### config.mk
export PLATFORM = sky130hd
export DESIGN_NAME = game_controller
export DESIGN_NICKNAME = d
export VERILOG_FILES = /design/src/rtl/game_controller.sv
export SDC_FILE = /design/constraint.sdc
export NUM_CORES = 1
export LEC_CHECK = 0
export ABC_CLOCK_PERIOD_IN_PS = 7200
export BUFFER_PORTS_ARGS = -buffer_cell sky130_fd_sc_hd__clkbuf_2
export CAP_MARGIN = 5
export CORE_UTILIZATION = 50
export DETAILED_ROUTE_END_ITERATION = 10
export GPL_ROUTABILITY_DRIVEN = 0
export GPL_TIMING_DRIVEN = 0
export PLACE_DENSITY = 0.69
export SYNTH_ARGS = -nofsm -noshare
export SYNTH_HDL_FRONTEND = slang
export SYNTH_SLANG_ARGS = --single-unit
### constraint.sdc
create_clock -name clk -period 7.2 [get_ports clk]
set_input_delay 1.44 -clock clk [delete_from_list [all_inputs] [get_ports clk]]
set_output_delay 1.44 -clock clk [all_outputs]
set_load 0.1 [all_outputs]
### src/rtl/game_controller.sv
// rtl/game_controller.sv - Space Invaders game-state sequencer (formation, ship, bullet, status)
//
// Ports:
//   clk, reset        system clock, synchronous active-high reset
//   tick              one-cycle game-step strobe, accepted only when idle and playing
//   btn_left/right    ship move requests (levels, sampled once per tick)
//   btn_fire          fire request; a rising edge is latched until the next tick
//   invaders_array    live invaders per grid column (bit i = column i)
//   invaders_line     grid row of the formation
//   ship_x            ship column 0..19
//   bullet_x/_y       bullet column/row, bullet_flying marks it active
//   gameplay          00 playing, 01 you win, 10 game over
//   busy              high while the per-tick update sequence runs
module game_controller #(
    parameter int          SHIP_ROW   = 13,
    parameter int          SHIP_START = 10,
    parameter logic [19:0] INV_INIT   = 20'h0FFF0,
    parameter int          INV_PERIOD = 4
) (
    input  logic        clk,
    input  logic        reset,
    input  logic        tick,
    input  logic        btn_left,
    input  logic        btn_right,
    input  logic        btn_fire,
    output logic [19:0] invaders_array,
    output logic [3:0]  invaders_line,
    output logic [4:0]  ship_x,
    output logic [4:0]  bullet_x,
    output logic [3:0]  bullet_y,
    output logic        bullet_flying,
    output logic [1:0]  gameplay,
    output logic        busy
);

    localparam logic [1:0] GP_PLAYING = 2'b00;
    localparam logic [1:0] GP_WIN     = 2'b01;
    localparam logic [1:0] GP_OVER    = 2'b10;

    typedef enum logic [2:0] {
        S_IDLE,
        S_SHIP,
        S_BULLET,
        S_HIT1,
        S_INV,
        S_HIT2,
        S_CHECK
    } state_t;

    state_t     state;
    logic       dir_left;
    logic [3:0] inv_count;
    logic       fire_q;
    logic       fire_q2;
    logic       fire_pending;
    logic       fire_edge;
    logic       hit;

    assign fire_edge = fire_q & ~fire_q2;

    // The bullet kills the invader it overlaps; bullet_x never exceeds 19.
    assign hit = bullet_flying && (bullet_y == invaders_line) && invaders_array[bullet_x];

    always_ff @(posedge clk) begin
        if (reset) begin
            state          <= S_IDLE;
            busy           <= 1'b0;
            invaders_array <= INV_INIT;
            invaders_line  <= 4'd0;
            ship_x         <= 5'(SHIP_START);
            bullet_x       <= 5'd0;
            bullet_y       <= 4'd0;
            bullet_flying  <= 1'b0;
            gameplay       <= GP_PLAYING;
            dir_left       <= 1'b0;
            inv_count      <= 4'd0;
            fire_q         <= 1'b0;
            fire_q2        <= 1'b0;
            fire_pending   <= 1'b0;
        end else begin
            fire_q  <= btn_fire;
            fire_q2 <= fire_q;

            // BULLET owns fire_pending in its own cycle; elsewhere an edge just sets it.
            // Once the game has ended the latch is frozen along with everything else.
            if (gameplay == GP_PLAYING && fire_edge && state != S_BULLET)
                fire_pending <= 1'b1;

            case (state)
                S_IDLE: begin
                    if (tick && gameplay == GP_PLAYING) begin
                        state <= S_SHIP;
                        busy  <= 1'b1;
                    end
                end

                S_SHIP: begin
                    if (btn_left && !btn_right && ship_x != 5'd0)
                        ship_x <= ship_x - 5'd1;
                    else if (btn_right && !btn_left && ship_x != 5'd19)
                        ship_x <= ship_x + 5'd1;
                    state <= S_BULLET;
                end

                S_BULLET: begin
                    // Clears the latch unless a new edge lands in this very cycle.
                    fire_pending <= fire_edge;
                    if (bullet_flying && bullet_y == 4'd0) begin
                        bullet_flying <= 1'b0;
                    end else if (bullet_flying) begin
                        bullet_y <= bullet_y - 4'd1;
                    end else if (fire_pending) begin
                        bullet_flying <= 1'b1;
                        bullet_x      <= ship_x;
                        bullet_y      <= 4'(SHIP_ROW - 1);
                    end
                    state <= S_HIT1;
                end

                S_HIT1, S_HIT2: begin
                    if (hit) begin
                        invaders_array[bullet_x] <= 1'b0;
                        bullet_flying            <= 1'b0;
                    end
                    state <= (state == S_HIT1) ? S_INV : S_CHECK;
                end

                S_INV: begin
                    if (inv_count == 4'(INV_PERIOD - 1)) begin
                        inv_count <= 4'd0;
                        if (!dir_left) begin
                            if (invaders_array[19]) begin
                                invaders_line <= invaders_line + 4'd1;
                                dir_left      <= 1'b1;
                            end else begin
                                invaders_array <= invaders_array << 1;
                            end
                        end else begin
                            if (invaders_array[0]) begin
                                invaders_line <= invaders_line + 4'd1;
                                dir_left      <= 1'b0;
                            end else begin
                                invaders_array <= invaders_array >> 1;
                            end
                        end
                    end else begin
                        inv_count <= inv_count + 4'd1;
                    end
                    state <= S_HIT2;
                end

                S_CHECK: begin
                    // A cleared formation wins even if it also reached the ship row.
                    if (invaders_array == 20'd0)
                        gameplay <= GP_WIN;
                    else if (invaders_line >= 4'(SHIP_ROW))
                        gameplay <= GP_OVER;
                    state <= S_IDLE;
                    busy  <= 1'b0;
                end

                default: begin
                    state <= S_IDLE;
                    busy  <= 1'b0;
                end
            endcase
        end
    end

endmodule

======== After elaboration in Yosys (flattened, before gate mapping) ========
Index checks and enable logic that the tools add are counted.
word-level totals
  bits in registers ....................... 53
  RAM bits ................................ 0
  memories kept ........................... 0
  latch bits .............................. 0
  ROM bits ................................ 0
  input bits .............................. 6
operators by class
  $add $sub $neg .......................... 5
  shift operators ......................... 0
  equal/unequal tests ..................... 16
  bitwise operators ....................... 7
  muxes and demuxes ....................... 35
  reduce and logical (&&, ||, !) cells .... 38
  order comparisons ....................... 3
  divide/modulo/power cells ............... 0
  multipliers ............................. 0
operator list
  kind                                                                                  number
  20-bit two-way mux                                                                    5
  20-bit one-hot mux with 2 select lines                                                1
  4-bit two-way mux                                                                     6
  20-bit bitwise AND                                                                    1
  20-bit zero test                                                                      1
  20-bit NOT                                                                            1
  4-bit AND reduction                                                                   4
  3-bit one-hot mux with 5 select lines                                                 1
  2-bit nonzero test                                                                    7
  1-bit two-way mux                                                                     12
  1-bit logical AND                                                                     11
  5-bit two-way mux                                                                     2
  2-bit AND reduction                                                                   5
  3-bit == test (second input constant)                                                 3
  4-bit by 1-bit adder with 4-bit output (second input constant)                        2
  2-bit != test (second input constant)                                                 4
  3-bit by 2-bit == test with 1-bit output (second input constant)                      2
  5-bit by 6-bit less-than comparator with 1-bit output (second input constant)         1
  2-bit two-way mux                                                                     3
  3-bit != test (second input constant)                                                 2
  5-bit by 1-bit adder with 5-bit output (second input constant)                        1
  1-bit binary-select mux with 5-bit select                                             1
  1-bit demux with 5-bit select                                                         1
  5-bit by 1-bit greater-or-equal comparator with 1-bit output (second input constant)  1
  other kinds (21)                                                                      26

======== Longest topological paths before layout ========
  word-level depth ........................ 8
  depth in mapped cells ................... 9
  depth with buffers taken out ............ 9

======== Least setup slack after synthesis ========
No wires, ideal clock.
  path type ............................... input to register
  start ................................... input btn_right
  end ..................................... register ship_x[4]
  cell stages on the path ................. 8
  required time ........................... 7129 ps
  buffers on the path ..................... 0
  setup time .............................. 71 ps
  data arrival time ....................... 3104 ps
  path slack .............................. 4026 ps
  path through ............................ nand2b_1 -> a21o_1 -> fa_1 -> nor2b_1 -> o21ai_0 -> and3_1 -> or4_1 -> a21oi_1
on the way
  longest elaborated chain between the ends .. 5
ends and longest elaborated chain
  element                               RTL line  text
  start: declaration                    24        input logic btn_right,
  1-bit zero test                       98        if (btn_left && !btn_right && ship_x != 5'd0)
  1-bit logical AND (2 in series)       98
  2-bit nonzero test (no source line)   --
  2-bit AND reduction (no source line)  --
  end signal: assignment                70        ship_x <= 5'(SHIP_START);
  end signal: assignment                99        ship_x <= ship_x - 5'd1;
  end signal: assignment                101       ship_x <= ship_x + 5'd1;
  end: declaration                      28        output logic [4:0] ship_x,
Parallel ways exist; a longest one is shown, timed or not.
A chain may end at the register's enable or synchronous reset.

======== Worst setup path in the final report ========
Ends and elaborated chain as after synthesis.

==> metrics.cfg <==
[outcome]
status = completed

[logic_synthesis]
netlist_instances = 386
synthTopCellsByArea = dfxtp_1 (32%), a21oi_1 (5.3%), nor2_1 (4.3%), ha_1 (3.4%), mux4_2 (3.4%)
synthArstFlopShare_pct = 0
ys_seq_elements = 53
synth_seq_area_share_pct = 32.2
synth_top_area_share_pct = 32.2
netlist-cell-type-count = 62
synth_edf_count = 0
syn_avg_cell_area_um2 = 8.53
synthFlopType = dfxtp_1
syn_nets = 402
yosysTopAreaCell = dfxtp_1
syn-cell-area_mm2 = 0.00329
synth_warnings = 0

[layout]
layout_common_cells = dfxtp_1 (53), clkbuf_2 (47), nor2_1 (38), a21oi_1 (35), clkbuf_1 (23)
syn2layout_area_growth_pct = 13.0
layout_commonest_cell = dfxtp_1
fill_cells = 604
layout-drive-gt1-share_pct = 18.8
insertedDiodeCount = 0
nets = 456

[timing]
hold_viol = 0
max_freq_mhz = 326
setup_viol = 0
max_slew_margin_pct = 50.8
holdWs_ps = 471
drv_slew = 0
finalCritPeriodShare_pct = 42.6
max_slew.worst_pin.slew_ps = 738
fin_skew_ps = 9.22
fin_crit_ps = 3070
setup_tns_ps = 0
rsz0062_at_grt = false

[routing]
drt_first_pass_iters = 4
vias = 3220
drt-total-wl_mm = 8.82
detail-route-antenna-nets = 0
vias_per_cell = 6.22
wl_per_cell_um = 17.0
drcViolationCount = 0
drt_first_iter_violations = 284

[global_routing]
antenna_found_initial = 0
grt_use_total_pct = 26.7
grt_max_degree = 17
grt-ovfl-total = 0
grt_pass1_vias = 2983
grt_pass1_wl_mm = 15.0

[critical_path]
start_kind = input port
cp_max_fo = 4
crit_chain = clkbuf_2, nand2b_1, a21o_1, fa_1, nor2b_1, o21ai_0, and3_1, or4_1, a21oi_1
critical_path.top_delay_family = simple AND/OR/NAND/NOR gates
max_stage_delay_ps = 460
arrival_ps = 3310
worstSetupStartpoint = btn_right
path_buf_inv = 1
cp.depth = 9
cp-end-kind = register
crit_path_top_delay_cell = or4_1
path_class = in -> reg
reg2reg_depth = 8
r2r-start = bullet_x[1]
critPathRequiredTime_ps = 7450

[power_and_ir_drop]
p_leak_nw = 1.45
share_comb_of_total_power_pct = 14.3
swShare_pct = 29.6
clkPwrFrac_pct = 31.9
p_switching_w = 0.000168
p_int_w = 0.000399
pwr_density_cell_mw_per_mm2 = 152
ir_worst_vdd_mv = 0.0992
seqPwrFrac_pct = 53.9

[clock_network]
cts_resized = 0
cts_max_level = 2
clock_sinks = 53
cts_max_path_buffers = 2
post-cts-setup-buffer-count = 0
clock_latency_ps = 310
cts_buffers = 5
tritoncts = done
root_buffer = clkbuf_8
clkTransAtPathRegs_ps = 100
hold_buffers = 0

[floorplanning]
core_area_mm2 = 0.00635
rows = 29
die_w_um = 83.2
die_area_mm2 = 0.00692
ios = 48
initial_core_util_pct = 51.9
die_y_um = 83.2

[run]
drv_cap = 0

[worst_hold_path]
holdPathStages = 1
hp-class = reg -> reg
worstHoldStart = fire_q

[placement]
dp_hpwl_mm = 6.48
port_buffers = 47

## power groups by stage
stage          clock network (W)  logic [W]  registers, W
2_1_floorplan                  0  0.0000391      0.000337
3_3_place_gp                   0  0.0000796      0.000312
3_5_place_dp                   0  0.0000808      0.000312
4_1_cts                 0.000185  0.0000810      0.000305
5_1_grt                 0.000199  0.0000875      0.000307
6_report                0.000181  0.0000809      0.000305
## per-stage QoR
step                power [W]  area, µm²  instances  utilization [%]  setup slack, ps
finish               0.000567       3720        518             58.6             4130
global route         0.000593       3720        518             58.6             3950
CTS                  0.000572       3720        518             58.6             4140
detailed placement   0.000393       3630        510             57.1             3810
global placement     0.000391       3630        510             57.1             3840
floorplan            0.000376       3290        386                -             4030
## cell families (layout without fill, tap and decap cells)
kind of cell,count (synthesis),in the layout,share of synthesized area (%)
xor+xnor,13,13,3.46
fa+ha+maj,10,10,4.03
mux,11,11,5.24
buf+inv,45,100,6.38
simple gates,118,118,20.6
flops,53,53,32.2
compound gates,136,136,28.1
## final timing paths
kind | to | slack, ps
worst max-delay path | ship_x[4] | 4130
worst min-delay path | fire_q2 | 470
worst max register to register | invaders_array[15] | 4350
worst min register to register | fire_q2 | 470
## worst register-to-register path, stage by stage (launching register included)
cell	delay, ps
dfxtp_1	520
clkbuf_1	440
mux4_2	400
a22o_1	270
or4_1	480
buf_6	180
buf_6	150
a311oi_2	230
a31oi_1	50
## cells in the mapped netlist, types with 6 or more instances
cell type and count:
a21oi_1 35, nand2_1 14, nor2_1 38, o211ai_1 6, a211oi_1 7, nor3b_1 6
nand2b_1 8, nor2b_1 6, clkbuf_1 23, inv_1 11, a221oi_1 6, mux2i_1 6
o21ai_1 7, ha_1 9, a31oi_1 16, o21ai_0 16, xor2_1 8, dfxtp_1 53
nor4_1 12, a22o_1 10
## state kept, by name, indices dropped and copies added (netlist names)
name	count
bullet_flying	1
bullet_x	5
bullet_y	4
busy	1
dir_left	1
fire_pending	1
fire_q	1
fire_q2	1
gameplay	2
inv_count	4
invaders_array	20
invaders_line	4
ship_x	5
state	3
## routing by layer
| layer | vias to the layer above | track usage [%] | part of all wire (%) |
|---|---|---|---|
| li1 | 1567 | - | - |
| met1 | 1537 | 38.5 | 48 |
| met2 | 102 | 41.6 | 46 |
| met3 | 14 | 3.68 | 5.0 |
| met4 | 0 | 7.84 | 1.4 |
| met5 | - | 0 | 0 |
## cell type report
| cell class | instances | area, µm² | share of cell area (%) |
|---|---|---|---|
| tap | 77 | 96.3 | 2.59 |
| buffer | 33 | 165 | 4.44 |
| sequential | 53 | 1060 | 28.5 |
| inverter | 12 | 45.0 | 1.21 |
| multi-input combinational | 288 | 2020 | 54.4 |
| clock inverter | 2 | 13.8 | 0.370 |
| timing repair buffer | 47 | 235 | 6.32 |
| clock buffer | 6 | 82.6 | 2.22 |
No activity file was read; power rests on OpenSTA's default activity.
